### src/rtl/port_bus_master.sv
// port_bus_master: sequences one port-bus access per command.
// Each access has four phases. First the address and data are held stable
// for SETUP_CYCLES cycles. Then wen or ren is driven for STROBE_CYCLES
// cycles. Then both strobes are low for one HOLD cycle. Read data is
// captured at the end of HOLD and offered on the rsp_* handshake.
// Optional build macro: PORT_BUS_MASTER_FIFO_EN adds a 4-entry command FIFO
// in front of the state machine.
module port_bus_master #(
    parameter int unsigned SETUP_CYCLES  = 1,
    parameter int unsigned STROBE_CYCLES = 1
) (
    input  logic       clk,
    input  logic       rst,
    input  logic       cmd_valid,
    output logic       cmd_ready,
    input  logic       cmd_we,
    input  logic [7:0] cmd_addr,
    input  logic [7:0] cmd_data,
    output logic       rsp_valid,
    input  logic       rsp_ready,
    output logic [7:0] rsp_data,
    output logic [7:0] address,
    output logic [7:0] value_out,
    output logic       wen,
    output logic       ren,
    input  logic [7:0] port_in,
    output logic       busy
);

    typedef enum logic [2:0] {
        S_IDLE,
        S_SETUP,
        S_STROBE,
        S_HOLD,
        S_RESP
    } state_t;

    // Phase counters count down to zero, so load with (cycles - 1).
    localparam logic [3:0] SETUP_LOAD  = 4'(SETUP_CYCLES - 1);
    localparam logic [3:0] STROBE_LOAD = 4'(STROBE_CYCLES - 1);

    state_t     state_q, state_d;
    logic [3:0] cnt_q, cnt_d;
    logic       we_q;
    logic [7:0] address_q;
    logic [7:0] value_q;
    logic [7:0] rsp_data_q;

    // Command presented to the state machine (FIFO head or the raw port).
    logic       head_valid;
    logic       head_we;
    logic [7:0] head_addr;
    logic [7:0] head_data;
    logic       take;

    assign take = (state_q == S_IDLE) && head_valid;

`ifdef PORT_BUS_MASTER_FIFO_EN
    logic [16:0] fifo_mem [4];
    logic [1:0]  wr_ptr_q;
    logic [1:0]  rd_ptr_q;
    logic [2:0]  count_q;
    logic        push;

    assign cmd_ready  = !rst && (count_q != 3'd4);
    assign push       = cmd_valid && cmd_ready;
    assign head_valid = (count_q != 3'd0);
    assign {head_we, head_addr, head_data} = fifo_mem[rd_ptr_q];

    // FIFO storage; contents need no reset because occupancy gates every read.
    always_ff @(posedge clk) begin
        if (push) begin
            fifo_mem[wr_ptr_q] <= {cmd_we, cmd_addr, cmd_data};
        end
    end

    // FIFO pointers and occupancy; a simultaneous push and pop cancel out.
    always_ff @(posedge clk) begin
        if (rst) begin
            wr_ptr_q <= 2'd0;
            rd_ptr_q <= 2'd0;
            count_q  <= 3'd0;
        end else begin
            if (push) begin
                wr_ptr_q <= wr_ptr_q + 2'd1;
            end
            if (take) begin
                rd_ptr_q <= rd_ptr_q + 2'd1;
            end
            count_q <= count_q + {2'b00, push} - {2'b00, take};
        end
    end
`else
    // Without a FIFO the command is taken straight from the port while idle.
    assign cmd_ready  = !rst && (state_q == S_IDLE);
    assign head_valid = cmd_valid;
    assign head_we    = cmd_we;
    assign head_addr  = cmd_addr;
    assign head_data  = cmd_data;
`endif

    // Next-state logic: phase sequencing with down-counters for SETUP/STROBE.
    always_comb begin
        state_d = state_q;
        cnt_d   = cnt_q;
        case (state_q)
            S_IDLE: begin
                if (take) begin
                    state_d = S_SETUP;
                    cnt_d   = SETUP_LOAD;
                end
            end
            S_SETUP: begin
                if (cnt_q == 4'd0) begin
                    state_d = S_STROBE;
                    cnt_d   = STROBE_LOAD;
                end else begin
                    cnt_d = cnt_q - 4'd1;
                end
            end
            S_STROBE: begin
                if (cnt_q == 4'd0) begin
                    state_d = S_HOLD;
                end else begin
                    cnt_d = cnt_q - 4'd1;
                end
            end
            S_HOLD: begin
                state_d = we_q ? S_IDLE : S_RESP;
            end
            S_RESP: begin
                if (rsp_ready) begin
                    state_d = S_IDLE;
                end
            end
            default: begin
                state_d = S_IDLE;
            end
        endcase
    end

    // State, command latch and read-data capture.
    always_ff @(posedge clk) begin
        if (rst) begin
            state_q    <= S_IDLE;
            cnt_q      <= 4'd0;
            we_q       <= 1'b0;
            address_q  <= 8'd0;
            value_q    <= 8'd0;
            rsp_data_q <= 8'd0;
        end else begin
            state_q <= state_d;
            cnt_q   <= cnt_d;
            if (take) begin
                we_q      <= head_we;
                address_q <= head_addr;
                // Reads leave the last written value on the bus.
                if (head_we) begin
                    value_q <= head_data;
                end
            end
            if ((state_q == S_HOLD) && !we_q) begin
                rsp_data_q <= port_in;
            end
        end
    end

    assign address   = address_q;
    assign value_out = value_q;
    assign rsp_data  = rsp_data_q;
    assign wen       = (state_q == S_STROBE) && we_q;
    assign ren       = (state_q == S_STROBE) && !we_q;
    assign rsp_valid = (state_q == S_RESP);
    assign busy      = (state_q != S_IDLE);

endmodule
### config.mk
export PLATFORM = sky130hd
export DESIGN_NAME = port_bus_master
export DESIGN_NICKNAME = d
export VERILOG_FILES = /design/src/rtl/port_bus_master.sv
export SDC_FILE = /design/constraint.sdc
export NUM_CORES = 1
export LEC_CHECK = 0
export ABC_AREA = 1
export CAP_MARGIN = 10
export CORE_AREA = 2 2 59 61
export CTS_BUF_LIST = sky130_fd_sc_hd__clkbuf_8
export CTS_CLUSTER_SIZE = 20
export DETAILED_ROUTE_END_ITERATION = 7
export DIE_AREA = 0 0 61 63
export GPL_ROUTABILITY_DRIVEN = 1
export PLACE_DENSITY = 0.9
export REMOVE_ABC_BUFFERS = 1
export SKIP_LAST_GASP = 1
export SLEW_MARGIN = 20
export SYNTH_ARGS = -nofsm -noshare
export SYNTH_HDL_FRONTEND = slang
export SYNTH_SLANG_ARGS = --single-unit
### constraint.sdc
create_clock -name clk -period 1.8 [get_ports clk]
set_input_delay 0.18 -clock clk [delete_from_list [all_inputs] [get_ports clk]]
set_output_delay 0.18 -clock clk [all_outputs]
set_load 0.02 [all_outputs]
==> results.md <==
- Status: completed
- R2R Setup Slk: 0.44 ns
- DR WL/cell: 10.73 µm
- Fmax: 581.9 MHz
- Remaining DRCs: 0
- Placed inst area: 0.001954 mm²
- Starting Density: 42.28%
- Final Hold Vio Count: 0
- Post-synthesis area per instance: 7.466 µm²
- Sw Ratio: 37.80%
- Total number of vias: 1343
- Clock Latency Late Sink: 0.28 ns
- GP Congestion: 0.8048
- Largest net degree at the start of global routing: 19
- Crit path DAT: 1.54 ns
- Hold endpoint: value_out[3]
- CP max-delay cell: clkdlybuf4s50_1
- Flops & latches, synth: 32
- Startpoint Class: register
- Min Tclk post-route: 1.718 ns
- Worst Tran Pin Value: 0.3966 ns
- Final Util: 64.31%
- Max-slew violation count: 0
- Clock power frac: 24.9%
- TritonCTS clock tree: built
- Mapped Cells: 183
- WP data required: 1.62 ns
- Most frequent cells in the layout: 54 x clkdlybuf4s50_1, 44 x nor2_1, 31 x dfxtp_1
- Via count of the first global-routing pass: 1201
- Routed Antenna Nets: 0
- Worst hold-check path type: reg2reg
- Pre-antenna DRT Iters: 4
- Crit Path Category: reg2out
- I/O pin cnt: 58
- Final TNS setup: 0 ns
- Worst r2r path cells: 8
- Mapped cell area: 0.001366 mm²
- Reg clk slew, reported paths: 0.07 ns
- Clock skew: 0.006262 ns
- Combinational fraction of design power: 42.4%
- Layout area overhead: 52.11%
- Max transition margin: 73.53%
- Initial DRC count: 40
- PwrDens: 1450 mW/mm²
- Via/cell ratio: 4.631
- Crit path launch: state_q[2]
- Die ar.: 0.003843 mm²
- # rows: 21
- Port Buf Inserts: 57
- Switching pwr: 1139 µW
- Setup-failing EPs final: 0
- Final HPWL from detailed placement: 2.272 mm
- Reg-to-Reg End: cnt_q[0]
- Most common cell after layout, fill and taps aside: clkdlybuf4s50_1
- Area of the core: 0.003232 mm²
- YS warnings: 0
- Clock Tree Buf Depth: 2
- Clock sink count: 32
- Share of cells above drive strength 1: 7.787%
- Post-route clock period utilization: 95.47%
- Chip width: 61 µm
- Worst vdd ir: 0.8679 mV
- Distinct cells, synth: 23
- Critical path, cell by cell: inv_1 -> nor3_1 -> clkdlybuf4s50_1
- Root Buffer Master: clkbuf_8
- First-pass GRT wire length: 4.995 mm
- Multi-input gate area: 621.8 µm²
- Total Routing Usage GR: 16.99%
- N_diodes: 0
- Leak: 0.0008805 µW
- Reg power frac: 32.7%
- Routed wire length: 3.113 mm
- H-tree depth: 2
- Die outline height: 63 µm
- Total gr overflow: 0
- CP Capture Type: output pin
- Hold Crit Depth: 2
- Max_cap viols: 0
- Register area: 641.9 µm²
- CP max stage delay: 0.64 ns
- Nets: 273
- Initial antenna violation count: 0
- Worst R2R Start: cnt_q[0]
- CP max FO: 4
- # hold bufs at CTS: 0
- Worst Min Path Start: value_out[3]
- Setup bufs post-CTS: 0
- Fill cell count: 279
- TritonCTS Buffers: 5
- Final instance area: 0.002078 mm²
- Seq/Total Area, Yosys: 46.89%
- P_int: 1875 µW
- RSZ-0062 raised after global routing: no
## sequential cells by signal (all words and copies together), names as in the netlist
register   flops
address        8
cnt_q          4
state_q        3
rsp_data       8
we_q           1
value_out      8
## Yosys cell counts
library cell   n  share of area [%]
nand2_2        1               0.46
nand2_4        1               0.82
nor2_8         1                1.5
o21ai_0       18                6.6
nor3_1         1               0.37
xor2_1         1               0.64
nor2_1        44                 12
nor2_2         1               0.46
clkbuf_8       1                1.0
dfxtp_1       32                 47
nor3_4         1                1.2
inv_1         12                3.3
a21oi_1       15                5.5
nor2_4         1               0.82
nand3_1       15                5.5
ha_1           1               0.92
inv_2          3               0.82
nand3b_1       1               0.55
nand2_1       28                7.7
buf_8          1                1.1
nand4_1        1               0.46
clkbuf_1       2               0.55
buf_6          1               0.82
## through the flow
step	total power (µW)	std cells	setup slack (ns)	hold slack, ns
finish	3014	290	0.08159	0.4599
global placement	2263	282	0.2589	0.4482
floorplan	1816	178	0.5695	0.2491
CTS	3029	290	0.03919	0.4627
detailed placement	2277	282	0.2481	0.4523
global route	3203	290	0.0002093	0.4809
## layer usage
layer	wire length, µm	GRT usage, %
met2	1537	27.82
met1	1315	20.28
met3	218	6.004
met5	0	0
met4	43	5.435
## power groups by stage
stage / registers (µW) / logic (µW) / clock network (µW)
2_1_floorplan: 1090 / 721 / 0
3_3_place_gp: 989 / 1270 / 0
3_5_place_dp: 994 / 1280 / 0
4_1_cts: 984 / 1280 / 760
5_1_grt: 1000 / 1410 / 786
6_report: 986 / 1280 / 750
## critical path: cells and delay by family, from the launching register on
| family | cells | cell delay, ns |
|---|---|---|
| buffers and inverters | 2 | 0.72 |
| and+or+nand+nor | 1 | 0.14 |
| DFF | 1 | 0.41 |
## layout make-up
type                       instances  area share [%]
tap                               46           2.769
clock inverter                     1           1.445
sequential                        32           30.89
inverter                          15           2.709
clock buffer                       7           4.636
timing repair buffer              58           27.63
multi-input combinational        131           29.92
## kinds of logic after synthesis
group                    count (synthesis)  share of synthesized area (%)
AO/OA/AOI/OAI                           33                          12.09
XOR/XNOR                                 1                         0.6411
adder cells (fa/ha/maj)                  1                         0.9156
buffers and inverters                   20                          7.600
flip-flops                              32                          46.89
AND/OR/NAND/NOR                         96                          31.87
## timing repair
| action | 4_1_cts | 5_1_grt |
|---|---|---|
| setup endpoints to repair | 4 | 0 |
| hold endpoints to repair | 0 | 0 |
| resized for setup | 4 | 0 |
## worst max-delay path by stage
| stage | slack [ns] | end | cells past startpoint |
|---|---|---|---|
| after CTS | 0.04 | rsp_valid | 3 |
| after global placement | 0.26 | cmd_ready | 3 |
| after global routing | 0.0002 | rsp_valid | 3 |
| after floorplan | 0.57 | cnt_q[1] | 8 |
| after detailed placement | 0.25 | address[2] | 5 |
| final | 0.08 | rsp_valid | 3 |
(Power assumes the default switching activity.)
